===== src/rtl/dcache_front.sv =====
`default_nettype none
// ============================================================================
// Module      : dcache_front
// Description : Direct-mapped, write-through, no-write-allocate L1 data cache
//               between the load/store unit and dataMemory. Aligned read hits
//               complete in one cycle; misses, uncacheable (misaligned
//               halfword) accesses and all stores go to dataMemory with the
//               strobes held until mem_ack. One request in flight at a time.
// Ports       : clk, rstn (async, active low), flush
//               LSU side : req_valid/req_ready/req_we/req_size/req_addr/
//                          req_wdata, resp_valid/resp_rdata
//               Mem side : mem_read/mem_write/mem_store_size/mem_cache_miss/
//                          mem_addr/mem_wdata, mem_rdata/mem_ack
// Revision    : 1.0 - initial release
// ============================================================================
module dcache_front #(
    parameter int ADDR_W  = 10,
    parameter int INDEX_W = 4
) (
    input  logic              clk,
    input  logic              rstn,
    input  logic              flush,
    input  logic              req_valid,
    output logic              req_ready,
    input  logic              req_we,
    input  logic              req_size,
    input  logic [ADDR_W-1:0] req_addr,
    input  logic [31:0]       req_wdata,
    output logic              resp_valid,
    output logic [31:0]       resp_rdata,
    output logic              mem_read,
    output logic              mem_write,
    output logic              mem_store_size,
    output logic              mem_cache_miss,
    output logic [31:0]       mem_addr,
    output logic [31:0]       mem_wdata,
    input  logic [31:0]       mem_rdata,
    input  logic              mem_ack
);

    localparam int TAG_W  = ADDR_W - 1 - INDEX_W;
    localparam int NLINES = 1 << INDEX_W;

    localparam logic [1:0] c_st_idle   = 2'd0;
    localparam logic [1:0] c_st_mem_rd = 2'd1;
    localparam logic [1:0] c_st_mem_wr = 2'd2;

    logic [1:0]         r_state;
    logic [NLINES-1:0]  r_valid;
    logic [TAG_W-1:0]   r_tag  [NLINES];
    logic [15:0]        r_data [NLINES];

    // Request captured at accept time; used while waiting on memory.
    logic               r_lat_size;
    logic               r_lat_cacheable;
    logic [ADDR_W-1:0]  r_lat_addr;

    logic               r_resp_valid;
    logic [31:0]        r_resp_rdata;
    logic               r_mem_read;
    logic               r_mem_write;
    logic               r_mem_size;
    logic [31:0]        r_mem_addr;
    logic [31:0]        r_mem_wdata;

    logic [INDEX_W-1:0] w_idx;
    logic [TAG_W-1:0]   w_tag;
    logic [ADDR_W-1:0]  w_addr_p1;
    logic [INDEX_W-1:0] w_idx_p1;
    logic [TAG_W-1:0]   w_tag_p1;
    logic               w_cacheable;
    logic               w_tag_eq;
    logic               w_hit;
    logic               w_hit_p1;
    logic [15:0]        w_line;
    logic [7:0]         w_hit_byte;
    logic               w_acc;
    logic [INDEX_W-1:0] w_lat_idx;
    logic [TAG_W-1:0]   w_lat_tag;
    logic [7:0]         w_mem_byte;
    logic               w_unused;

    assign w_idx       = req_addr[INDEX_W:1];
    assign w_tag       = req_addr[ADDR_W-1:INDEX_W+1];
    // A misaligned halfword at odd A spans lines idx(A) and idx(A+1).
    assign w_addr_p1   = req_addr + {{(ADDR_W-1){1'b0}}, 1'b1};
    assign w_idx_p1    = w_addr_p1[INDEX_W:1];
    assign w_tag_p1    = w_addr_p1[ADDR_W-1:INDEX_W+1];
    assign w_cacheable = req_size | ~req_addr[0];
    assign w_tag_eq    = r_valid[w_idx] & (r_tag[w_idx] == w_tag);
    assign w_hit       = w_tag_eq & w_cacheable;
    assign w_hit_p1    = r_valid[w_idx_p1] & (r_tag[w_idx_p1] == w_tag_p1);
    assign w_line      = r_data[w_idx];
    // Big-endian line: even byte lives in the upper half.
    assign w_hit_byte  = req_addr[0] ? w_line[7:0] : w_line[15:8];
    assign w_lat_idx   = r_lat_addr[INDEX_W:1];
    assign w_lat_tag   = r_lat_addr[ADDR_W-1:INDEX_W+1];
    assign w_mem_byte  = r_lat_addr[0] ? mem_rdata[7:0] : mem_rdata[15:8];
    assign w_unused    = ^{mem_rdata[31:16], w_addr_p1[0]};

    // Gated by rstn so the LSU sees no ready while reset is asserted.
    assign req_ready = rstn & (r_state == c_st_idle) & ~flush;
    assign w_acc     = req_valid & req_ready;

    always_ff @(posedge clk or negedge rstn) begin
        if (!rstn) begin
            r_state         <= c_st_idle;
            r_valid         <= '0;
            r_lat_size      <= 1'b0;
            r_lat_cacheable <= 1'b0;
            r_lat_addr      <= '0;
            r_resp_valid    <= 1'b0;
            r_resp_rdata    <= '0;
            r_mem_read      <= 1'b0;
            r_mem_write     <= 1'b0;
            r_mem_size      <= 1'b0;
            r_mem_addr      <= '0;
            r_mem_wdata     <= '0;
        end else begin
            r_resp_valid <= 1'b0;
            r_resp_rdata <= '0;
            case (r_state)
                c_st_idle: begin
                    if (flush) begin
                        r_valid <= '0;
                    end else if (w_acc) begin
                        r_lat_size      <= req_size;
                        r_lat_cacheable <= w_cacheable;
                        r_lat_addr      <= req_addr;
                        r_mem_size      <= req_size;
                        r_mem_wdata     <= req_wdata;
                        if (!req_we) begin
                            if (w_hit) begin
                                r_resp_valid <= 1'b1;
                                r_resp_rdata <= req_size ? {24'b0, w_hit_byte} : {16'b0, w_line};
                            end else begin
                                r_state    <= c_st_mem_rd;
                                r_mem_read <= 1'b1;
                                r_mem_addr <= w_cacheable ?
                                              {{(32-ADDR_W){1'b0}}, req_addr[ADDR_W-1:1], 1'b0} :
                                              {{(32-ADDR_W){1'b0}}, req_addr};
                            end
                        end else begin
                            // Misaligned halfword store cannot patch lines in
                            // place, so drop any stale copy of either byte.
                            if (!w_cacheable) begin
                                if (w_tag_eq) r_valid[w_idx]    <= 1'b0;
                                if (w_hit_p1) r_valid[w_idx_p1] <= 1'b0;
                            end
                            r_state     <= c_st_mem_wr;
                            r_mem_write <= 1'b1;
                            r_mem_addr  <= {{(32-ADDR_W){1'b0}}, req_addr};
                        end
                    end
                end
                c_st_mem_rd: begin
                    if (mem_ack) begin
                        r_state      <= c_st_idle;
                        r_mem_read   <= 1'b0;
                        r_resp_valid <= 1'b1;
                        r_resp_rdata <= r_lat_size ? {24'b0, w_mem_byte} : {16'b0, mem_rdata[15:0]};
                        if (r_lat_cacheable) r_valid[w_lat_idx] <= 1'b1;
                    end
                end
                c_st_mem_wr: begin
                    if (mem_ack) begin
                        r_state      <= c_st_idle;
                        r_mem_write  <= 1'b0;
                        r_resp_valid <= 1'b1;
                    end
                end
                default: r_state <= c_st_idle;
            endcase
        end
    end

    // Tag/data arrays need no reset: valid bits qualify them.
    always_ff @(posedge clk) begin
        if (w_acc && req_we && w_hit) begin
            if (!req_size)        r_data[w_idx]       <= req_wdata[15:0];
            else if (req_addr[0]) r_data[w_idx][7:0]  <= req_wdata[7:0];
            else                  r_data[w_idx][15:8] <= req_wdata[7:0];
        end
        if ((r_state == c_st_mem_rd) && mem_ack && r_lat_cacheable) begin
            r_data[w_lat_idx] <= mem_rdata[15:0];
            r_tag[w_lat_idx]  <= w_lat_tag;
        end
    end

    assign resp_valid     = r_resp_valid;
    assign resp_rdata     = r_resp_rdata;
    assign mem_read       = r_mem_read;
    assign mem_write      = r_mem_write;
    assign mem_store_size = r_mem_size;
    assign mem_cache_miss = r_mem_read | r_mem_write;
    assign mem_addr       = r_mem_addr;
    assign mem_wdata      = r_mem_wdata;

endmodule
`default_nettype wire


===== config.mk =====
export PLATFORM = sky130hd
export DESIGN_NAME = dcache_front
export DESIGN_NICKNAME = d
export VERILOG_FILES = /design/src/rtl/dcache_front.sv
export SDC_FILE = /design/constraint.sdc
export NUM_CORES = 1
export LEC_CHECK = 0
export ABC_AREA = 1
export ABC_CLOCK_PERIOD_IN_PS = 3900
export BUFFER_PORTS_ARGS = -buffer_cell sky130_fd_sc_hd__buf_2
export CAP_MARGIN = 20
export CORE_AREA = 4 4 337 173
export CTS_CLUSTER_DIAMETER = 50
export DETAILED_ROUTE_END_ITERATION = 12
export DIE_AREA = 0 0 341 177
export GPL_ROUTABILITY_DRIVEN = 0
export PLACE_DENSITY_LB_ADDON = 0.08
export SYNTH_ARGS = -nofsm -noshare
export SYNTH_HDL_FRONTEND = slang
export SYNTH_SLANG_ARGS = --single-unit

===== constraint.sdc =====
create_clock -name clk -period 3.9 [get_ports clk]
set_input_delay 0.585 -clock clk [delete_from_list [all_inputs] [get_ports clk]]
set_output_delay 0.585 -clock clk [all_outputs]
set_load 0.1 [all_outputs]

==> impl_results.md, run 1 <==
* Area Overhead vs Synth at 15.5%
* ANT cells at 0
* Final period utilization at 91.6%
* Worst VDD drop at 335 uV
* Worst setup EP type: flop
* R2R depth at 12
* GRT overflow at 0
* CP required at 4170 ps
* Share of post-route cells with drive strength above 1 at 14.1%
* First-pass GRT wire length at 90.4 mm
* Initial DRC count at 1099
* Setup TNS at 0 ps
* Largest net degree at the start of global routing at 65
* Final HPWL DP at 41.4 mm
* Die Ht at 177 um
* Comb power frac at 30.3%
* Main combinational cell family by area after synthesis: simple AND/OR/NAND/NOR gates
* Crit path max-delay cell type: o21ai_0
* Commonest non-fill, non-tap cell in the layout: nand2_1
* HP Class: in -> async
* Final Non-Filler Cells at 2961
* Wire per inst at 20.5 um
* Pwr Density at 654 nW/um^2
* Met1 WL at 28.3 mm
* Simple logic cell fraction of the synthesized area at 21.0%
* Routed met2 length at 28.6 mm
* Critical path peak fanout at 11
* Status: finished clean
* Routed met3 length at 2.96 mm
* Slew HR at 41.1%
* Post-CTS Hold Buffers at 0
* Post-Synth Adder-Cell Area at 0.316%
* Syn Area/Cell at 9.76 um^2
* Levels on crit path at 12
* CTS Buf Count at 44
* Vias in the first global route at 14100
* Endpoints failing setup at 0
* Tmin final at 3570 ps
* DR top layer: met4
* Setup bufs post-CTS at 0
* Highest clock rate at 0.280 GHz
* Die W at 341 um
* Fill count at 5466
* Arrival time worst endpoint at 3840 ps
* Commonest cells after routing, fill and taps aside: nand2_1, edfxtp_1, nor2_1, buf_2, o21ai_0
* Post-Synth XOR/XNOR Area at 0.221%
* Vias at 14700
* Mux share of post-synthesis cell area at 0%
* Ys Warns at 0
* CTS Buffer Depth at 3
* Residual DRC at 0
* RSZ-0062 raised after global routing: no
* Number of top-level pins at 183
* Switch share at 39.6%
* DR pass1 iterations at 5
* All-Layer GR Usage at 19.9%
* Top FF cell, synth: edfxtp_1
* Cell Area, Synth at 19800 um^2
* Crit start category: flop
* Root Buffer: clkbuf_16
* Total routed wirelength at 60.8 mm
* Top delay family on crit path: buffers and inverters
* Post-CTS sizing at 0
* Antenna violations before repair at 0
* H-tree levels at 2
* Flop pwr share at 39.7%
* Core Area at 55200 um^2
* Asr flop ratio synth at 21.3%
* Syn Inst Count at 2029
* Compound-Gate Fraction of Synth Area at 9.36%
* LEAKAGE at 9.44 nW
* # placed instances at 2881
* Total of max-cap violations at 0
* Final Max Tran Viols at 0
* Fin. Hold Viols at 0
* Worst-case clock skew at 18.3 ps
* Initial Util at 35.9%
* Crit-path max cell delay at 650 ps
* Worst-Margin Slew at 883 ps
* Critical path cell sequence: inv_1 > ha_1 > nand2_1 > nor2_1 > buf_4 > inv_1 > o21ai_0 > inv_1 > nor2_1 > inv_1 > nor3_1 > buf_4
* Antenna Nets Post-Route at 0
* Post-Route Utilization at 41.4%
* Clock latency on the worst-skew pair at 570 ps
* Cell mode on critical path: inv_1
* Post-synth EDFFs at 336
* CTS tree: built
* Clk sinks at 427
* CP bufs+invs at 6
* Seq/Total Area, Yosys at 62.5%
* Clk slew on worst S/H paths at 60 ps
* # port buffers at 128
* Post-synthesis register bit count at 427
* Setup CP Type: reg -> reg
* Via density at 4.98
* Die Area at 60400 um^2
* Total Nets Final at 2257
* Clock power frac at 30.0%
* Switching pwr at 5.91 mW
* Std-Cell Rows at 61
* Distinct cells, synth at 35
* Pint at 9.03 mW
==> state kept, by name (all words and copies together), names as in the netlist, 2 cells and up <==
| register | count |
|---|---|
| resp_rdata | 16 |
| r_lat_addr | 10 |
| r_tag | 80 |
| r_valid | 16 |
| mem_wdata | 32 |
| mem_addr | 10 |
| r_state | 2 |
| r_data | 256 |
==> layout make-up <==
type,count,area [um^2],share of cell area (%)
tap,756,946,4.14
sequential,427,12400,54.1
clock buffer,58,1210,5.32
clock inverter,22,297,1.30
multi-input combinational,1369,6300,27.6
timing repair buffer,201,1250,5.45
inverter,128,485,2.12
==> power by group through the flow <==
stage	Clock, mW	Sequential, mW	Combinational [mW]
global placement	0	6.02	4.52
detailed placement	0	6.03	4.54
CTS	4.60	5.94	4.55
finish	4.48	5.94	4.52
global route	4.81	6.00	4.86
floorplan	0	7.71	1.69
==> synthesized netlist by cell type (2+ instances only) <==
cell | count | area share [%]
a21oi_1 | 48 | 1.2
a22oi_1 | 65 | 2.5
buf_1 | 7 | 0.13
buf_2 | 21 | 0.53
buf_4 | 44 | 1.7
buf_6 | 12 | 0.68
clkbuf_1 | 58 | 1.1
clkinv_1 | 3 | 0.057
dfrtp_1 | 91 | 12
edfxtp_1 | 336 | 51
ha_1 | 5 | 0.32
inv_1 | 114 | 2.2
inv_2 | 9 | 0.17
inv_4 | 2 | 0.063
nand2_1 | 588 | 11
nand2_2 | 8 | 0.25
nand3_1 | 64 | 1.6
nand3_2 | 5 | 0.25
nand4_1 | 30 | 0.95
nor2_1 | 202 | 3.8
nor2_2 | 7 | 0.22
nor2_4 | 3 | 0.17
nor3_1 | 96 | 2.4
o2111ai_1 | 4 | 0.18
o21ai_0 | 123 | 3.1
o21ai_1 | 17 | 0.43
o21bai_1 | 2 | 0.076
o22ai_1 | 32 | 1.0
o31ai_1 | 22 | 0.83
or2_2 | 2 | 0.063
xor2_1 | 5 | 0.22
==> worst register-to-register path, delay by kind of cell (launching register included) <==
family,cells,cell delay (ps)
compound gates,1,650
fa+ha+maj,1,220
simple gates,4,880
flops,1,410
buf+inv,6,1110
==> path summary, 6_finish.rpt <==
check | slack [ps] | start | endpoint
min reg2reg | 470 | mem_addr[6] | mem_addr[6]
max in group asynchronous | 2630 | rstn | resp_rdata[0]
max | 330 | r_state[1] | r_data[12][5]
min | 110 | rstn | mem_wdata[25]
max reg2reg | 330 | r_state[1] | r_data[12][5]
min in group clk | 210 | req_wdata[31] | mem_wdata[31]
==> stage by stage <==
stage | instance area [um^2] | hold WS, ps | total power, mW | worst slack (ps)
CTS | 22900 | 89.7 | 15.1 | 491
floorplan | 19900 | 289 | 9.40 | 207
detailed placement | 21300 | 453 | 10.6 | 205
global route | 22900 | 120 | 15.7 | 151
global placement | 21300 | 456 | 10.5 | 246
finish | 22900 | 107 | 14.9 | 329
==> routing by layer <==
metal	global-route usage (%)	up-vias
li1	-	7158
met1	28.2	7169
met2	32.9	354
met3	2.86	64
met4	3.87	0
met5	0	-
==> cell families after synthesis <==
kind of cell | Yosys count
buffers and inverters | 270
other | 1
DFF | 427
and+or+nand+nor | 1007
adders and majority gates | 5
AOI/OAI and AO/OA | 314
xor gates and xnor gates | 5
No activity file was read; power rests on OpenSTA's default activity.
==> run 2: changes to the inputs <==
--- a/config.mk
+++ b/config.mk
@@ -6,7 +6,7 @@
 export NUM_CORES = 1
 export LEC_CHECK = 0
 export ABC_AREA = 1
-export ABC_CLOCK_PERIOD_IN_PS = 3900
+export ABC_CLOCK_PERIOD_IN_PS = 3930
 export BUFFER_PORTS_ARGS = -buffer_cell sky130_fd_sc_hd__buf_2
 export CAP_MARGIN = 20
 export CORE_AREA = 4 4 337 173
@@ -14,7 +14,7 @@
 export DETAILED_ROUTE_END_ITERATION = 12
 export DIE_AREA = 0 0 341 177
 export GPL_ROUTABILITY_DRIVEN = 0
-export PLACE_DENSITY_LB_ADDON = 0.08
+export PLACE_DENSITY = 0.55
 export SYNTH_ARGS = -nofsm -noshare
 export SYNTH_HDL_FRONTEND = slang
 export SYNTH_SLANG_ARGS = --single-unit
==> constraint.sdc (replaced) <==
create_clock -name clk -period 3.93 [get_ports clk]
set_input_delay 0.5895 -clock clk [delete_from_list [all_inputs] [get_ports clk]]
set_output_delay 0.5895 -clock clk [all_outputs]
set_load 0.1 [all_outputs]
==> impl_results.md, run 2 (synthesis gave the netlist of run 1 again) <==
* Status: finished clean
* Fin. Hold Viols at 0 (unchanged)
* Critical path peak fanout at 13 (+2)
* Clk sinks at 427 (unchanged)
* GR peak layer: met2
* Levels on crit path at 12 (unchanged)
* Wire per inst at 19.4 um (-5.7%)
* HP Class: in -> reg
* CP endpoint: r_data[8][1]
* Antenna violations before repair at 2 (+2)
* Die Ht at 177 um (unchanged)
* Worst-Margin Slew at 961 ps (+78.5 ps)
* Reg2reg setup slack at 440 ps (+110 ps)
* Endpoints failing setup at 0 (unchanged)
* First-pass GRT wire length at 87.6 mm (-3.1%)
* Final HPWL DP at 39.1 mm (-5.6%)
* CTS Buffer Depth at 3 (unchanged)
* Reg2reg start: r_state[1]
* Worst setup startpoint: r_state[1]
* Worst setup margin at 436 ps (+106 ps)
* CP bufs+invs at 6 (unchanged)
* Root Buffer: clkbuf_16
* LEAKAGE at 9.39 nW (-0.48%)
* Pwr Density at 641 nW/um^2 (-2.0%)
* RSZ-0062 raised after global routing: no
* Arrival time worst endpoint at 3770 ps (-70 ps)
* Final period utilization at 88.9% (-2.6 points)
* Largest net degree at the start of global routing at 73 (+12%)
* Total of max-cap violations at 0 (unchanged)
* CP required at 4210 ps (+40 ps)
* Tmin final at 3490 ps (-76.4 ps)
* Slew HR at 35.9% (-5.2 points)
* Critical path cell sequence: inv_1 > ha_1 > nand2_1 > nor2_1 > buf_4 > inv_1 > o21ai_0 > inv_1 > nor2_1 > inv_1 > nor3_1 > buf_4
* Antenna Nets Post-Route at 0 (unchanged)
* Post-CTS sizing at 0 (unchanged)
* Worst-case clock skew at 19.4 ps (+1.09 ps)
* Met1 Track Usage GR at 25.3% (-2.8 points)
* FF-to-FF End: r_data[8][1]
* Cell mode on critical path: inv_1
* Initial Util at 35.9% (unchanged)
* Most flop-heavy register: r_data
* GRT overflow at 0 (unchanged)
* Via density at 5.04 (+1.2%)
* Vias at 14900 (+1.2%)
* Worst VDD drop at 314 uV (-6.1%)
* R2R depth at 12 (unchanged)
* GR met3 Demand/Resource at 2.84% (-0.021 points)
* Commonest cells after routing, fill and taps aside: nand2_1, edfxtp_1, nor2_1, buf_2, o21ai_0
* Dpl ws at 282 ps (+77.1 ps)
* Global-route met2 utilization at 31.7% (-1.2 points)
* Setup CP Type: reg -> reg
* Final Max Tran Viols at 0 (unchanged)
* Residual DRC at 0 (unchanged)
* Crit-path max cell delay at 630 ps (-20 ps)
* Number of top-level pins at 183 (unchanged)
* Initial DRC count at 1550 (+41%)
* Clock latency on the worst-skew pair at 580 ps (about the same)
* Share of post-route cells with drive strength above 1 at 13.8% (-0.32 points)
* Clk slew on worst S/H paths at 60 ps (about the same)
* Setup TNS at 0 ps (unchanged)
* Area Overhead vs Synth at 15.0%
* Total Nets Final at 2256 (-0.044%)
* Top delay family on crit path: buffers and inverters
* Fill count at 5343 (-2.3%)
* CTS tree: built
* CTS Buf Count at 45 (+2.3%)
* Std-Cell Rows at 61 (unchanged)
* Core Area at 55200 um^2 (unchanged)
* Highest clock rate at 0.286 GHz (+2.2%)
* Vias in the first global route at 14500 (+2.7%)
* Setup bufs post-CTS at 0 (unchanged)
* Crit start category: flop
* Max FFs per register at 256 (unchanged)
* Die W at 341 um (unchanged)
* DR pass1 iterations at 5 (unchanged)
* Worst setup EP type: flop
* Crit path max-delay cell type: o21ai_0
* Total routed wirelength at 57.4 mm (-5.6%)
* Die Area at 60400 um^2 (unchanged)
* # port buffers at 128 (unchanged)
* H-tree levels at 2 (unchanged)
* All-Layer GR Usage at 18.7% (-1.1 points)
* Commonest non-fill, non-tap cell in the layout: nand2_1
==> run 2: cell types whose count changed in the layout (fill, tap and decap cells not counted), sizes merged, moves of 2 or more <==
cell	change
bufinv	-4
diode	+2
inv	+2
clkbuf	+7
clkinv	-2
buf	-3
==> run 2: how the worst min path moves through the flow <==
stage | cells past startpoint | slack (ps) | to | from
2_1_floorplan | 0 | 290 | mem_addr[0] | rstn
3_3_place_gp | 2 | 450 | mem_addr[6] | mem_addr[6]
3_5_place_dp | 2 | 460 | mem_addr[6] | mem_addr[6]
4_1_cts | 3 | 190 | mem_wdata[25] | req_wdata[25]
5_1_grt | 3 | 200 | mem_wdata[25] | req_wdata[25]
6_report | 3 | 210 | mem_wdata[28] | req_wdata[28]
==> run 2: report_power, final <==
| group | switching [mW] | internal [mW] | total, mW |
|---|---|---|---|
| combinational | 3.65 | 0.801 | 4.45 |
| clock | 1.83 | 2.42 | 4.25 |
| sequential | 0.379 | 5.51 | 5.89 |
| total | 5.86 | 8.73 | 14.6 |
==> run 2: area by class of cell <==
cell class,instances,area [um^2],area share [%]
Inverter,128,485,2.13
Timing Repair Buffer,199,1220,5.35
Sequential cell,427,12400,54.3
Antenna cell,2,5.00,0.0220
Multi-Input combinational cell,1369,6300,27.7
Clock inverter,17,201,0.885
Tap cell,756,946,4.16
Clock buffer,65,1240,5.45
==> run 2: what timing repair did <==
action,4_1_cts,5_1_grt
setup endpoints to repair,0,0
endpoints found under the hold margin,19,0
hold buffers,1,0
==> run 2: worst min-delay path, stage by stage <==
cell and delay [ps]:
buf_2 70, nand2_1 40, nand2_1 40
==> run 2: per-stage QoR <==
step / total power, mW / cells / instance area, um^2 / hold WS (ps) / util [%]
2_1_floorplan: 9.33 / 2066 / 19900 / 294 / -
3_3_place_gp: 10.4 / 2878 / 21300 / 451 / 38.6
3_5_place_dp: 10.4 / 2878 / 21300 / 457 / 38.6
4_1_cts: 14.7 / 2961 / 22800 / 193 / 41.2
5_1_grt: 15.2 / 2963 / 22800 / 197 / 41.2
6_report: 14.6 / 2963 / 22800 / 213 / 41.2
==> run 2: layer usage <==
| metal | routed length [um] | vias up |
|---|---|---|
| li1 | - | 7157 |
| met1 | 25300 | 7203 |
| met2 | 27500 | 464 |
| met3 | 3220 | 105 |
| met4 | 1400 | 0 |
| met5 | 0 | - |
==> run 3: changes to the inputs <==
--- a/config.mk
+++ b/config.mk
@@ -14,7 +14,9 @@
 export DETAILED_ROUTE_END_ITERATION = 12
 export DIE_AREA = 0 0 341 177
 export GPL_ROUTABILITY_DRIVEN = 0
+export MAX_ROUTING_LAYER = met4
 export PLACE_DENSITY = 0.55
+export SKIP_LAST_GASP = 1
 export SYNTH_ARGS = -nofsm -noshare
 export SYNTH_HDL_FRONTEND = slang
 export SYNTH_SLANG_ARGS = --single-unit
==> impl_results.md, run 3 (synthesis gave the netlist of run 1 again) <==
* Root Buffer: clkbuf_16
* Reg2reg setup slack at 420 ps (-20 ps)
* Crit start category: flop
* Total of max-cap violations at 0 (unchanged)
* Pwr Density at 641 nW/um^2 (about the same)
* Worst-Margin Slew at 955 ps (-6.89 ps)
* Post-Route Utilization at 41.2% (unchanged)
* Status: finished clean
* First-pass GRT wire length at 87.5 mm (about the same)
* All-Layer GR Usage at 19.3% (+0.56 points)
* Final Max Tran Viols at 0 (unchanged)
* Core Area at 55200 um^2 (unchanged)
* Commonest cells after routing, fill and taps aside: nand2_1, edfxtp_1, nor2_1, buf_2, o21ai_0
* Endpoints failing setup at 0 (unchanged)
* Wire per inst at 19.4 um (about the same)
* Most flop-heavy register: r_data
* Vias at 15000 (+0.42%)
* Reg2reg start: r_state[1]
* Worst setup EP type: flop
* Antenna violations before repair at 2 (unchanged)
* Levels on crit path at 12 (unchanged)
* Worst VDD drop at 315 uV (+0.35%)
* Die Ht at 177 um (unchanged)
* HP Class: in -> reg
* Residual DRC at 0 (unchanged)
* Std-Cell Rows at 61 (unchanged)
* Area Overhead vs Synth at 15.0% (unchanged)
* Initial Util at 35.9% (unchanged)
* Final hold slack at 209 ps (-4.34 ps)
* Crit path max-delay cell type: o21ai_0
* R2R depth at 12 (unchanged)
* Die Area at 60400 um^2 (unchanged)
* Commonest non-fill, non-tap cell in the layout: nand2_1
* CTS Buf Count at 45 (unchanged)
* Highest clock rate at 0.285 GHz (-0.50%)
* Total routed wirelength at 57.4 mm (about the same)
* Critical path cell sequence: inv_1 > ha_1 > nand2_1 > nor2_1 > buf_4 > inv_1 > o21ai_0 > inv_1 > nor2_1 > inv_1 > nor3_1 > buf_4
* Multi-input gate area at 6300 um^2 (unchanged)
* Initial DRC count at 1496 (-3.5%)
* Share of post-route cells with drive strength above 1 at 13.8% (unchanged)
* Post-CTS sizing at 0 (unchanged)
* # port buffers at 128 (unchanged)
* Final HPWL DP at 39.1 mm (unchanged)
* Hold depth at 3 (unchanged)
* Setup bufs post-CTS at 0 (unchanged)
* Number of top-level pins at 183 (unchanged)
* LEAKAGE at 9.39 nW (unchanged)
* Largest net degree at the start of global routing at 73 (unchanged)
* Via density at 5.06 (+0.42%)
* Tmin final at 3510 ps (+17.4 ps)
* RSZ-0062 raised after global routing: no
* Fin. Hold Viols at 0 (unchanged)
* Worst-case clock skew at 16.9 ps (-2.45 ps)
* Clk sinks at 427 (unchanged)
* FF-to-FF End: r_data[8][1]
* WHS Endpoint: mem_wdata[28]
* Total Nets Final at 2256 (unchanged)
* CTS Buffer Depth at 3 (unchanged)
* Top delay family on crit path: buffers and inverters
* Clk slew on worst S/H paths at 60 ps (about the same)
* Final period utilization at 89.4% (+0.44 points)
* Setup TNS at 0 ps (unchanged)
* DR pass1 iterations at 7 (+2)
* Crit-path max cell delay at 630 ps (about the same)
* CTS tree: built
* Clock latency on the worst-skew pair at 580 ps (about the same)
* Antenna Nets Post-Route at 0 (unchanged)
* Slew HR at 36.4% (+0.46 points)
* CP bufs+invs at 6 (unchanged)
* Max FFs per register at 256 (unchanged)
* Vias in the first global route at 14500 (-0.11%)
* Critical path peak fanout at 13 (unchanged)
* Hold Path Origin: req_wdata[28]
* Fill count at 5343 (unchanged)
* Setup CP Type: reg -> reg
* H-tree levels at 2 (unchanged)
* Cell mode on critical path: inv_1
* FF+latch area at 12400 um^2 (unchanged)
* Post-CTS Hold Buffers at 1 (unchanged)
* GRT overflow at 0 (unchanged)
* Arrival time worst endpoint at 3790 ps (+20 ps)
* Die W at 341 um (unchanged)
* CP required at 4210 ps (about the same)
## run 3: cell counts in the layout (fill, tap and decap cells not counted)
Identical to the previous run, type by type.
## run 3: layer usage
| metal | wire length [um] | global-route usage [%] | vias to the layer above | share of wire [%] |
|---|---|---|---|---|
| met3 | 3390 | 2.91 | 107 | 5.9 |
| met2 | 27600 | 31.7 | 486 | 48 |
| met1 | 25100 | 25.3 | 7245 | 44 |
| li1 | - | - | 7154 | - |
| met5 | 0 | - | - | 0 |
| met4 | 1380 | 5.27 | 0 | 2.4 |
## run 3: area by class of cell
cell class / instances / share of cell area (%)
inverters: 128 / 2.13
flip-flops and latches: 427 / 54.3
clock inverters: 17 / 0.885
multi-input cells: 1369 / 27.7
repair buffers: 199 / 5.35
clock buffers: 65 / 5.45
well taps: 756 / 4.16
diodes: 2 / 0.0220
## run 3: report_power, final
group,internal [mW],total [mW],switching (mW)
logic,0.801,4.44,3.64
clock network,2.42,4.25,1.83
registers,5.51,5.89,0.380
## run 3: per-stage QoR
| stage | setup WS, ps | power, mW | instances | instance area (um^2) |
|---|---|---|---|---|
| after floorplan | 237 | 9.33 | 2066 | 19900 |
| after global placement | 312 | 10.4 | 2878 | 21300 |
| after detailed placement | 282 | 10.4 | 2878 | 21300 |
| after CTS | 470 | 14.7 | 2961 | 22800 |
| after global routing | 242 | 15.2 | 2963 | 22800 |
| final | 418 | 14.6 | 2963 | 22800 |
## run 3: worst max path at each step
stage	from	to	slack, ps
floorplan	r_state[0]	r_data[12][0]	240
global placement	req_addr[2]	r_valid[8]	310
detailed placement	req_addr[2]	r_valid[8]	280
CTS	r_state[1]	r_data[8][1]	470
global route	r_state[1]	r_data[8][1]	240
finish	r_state[1]	r_data[8][1]	420
## run 3: worst min-delay path, delay by kind of cell
kind                   cells  cell delay [ps]
AND/OR/NAND/NOR            2               80
buffers and inverters      1               70
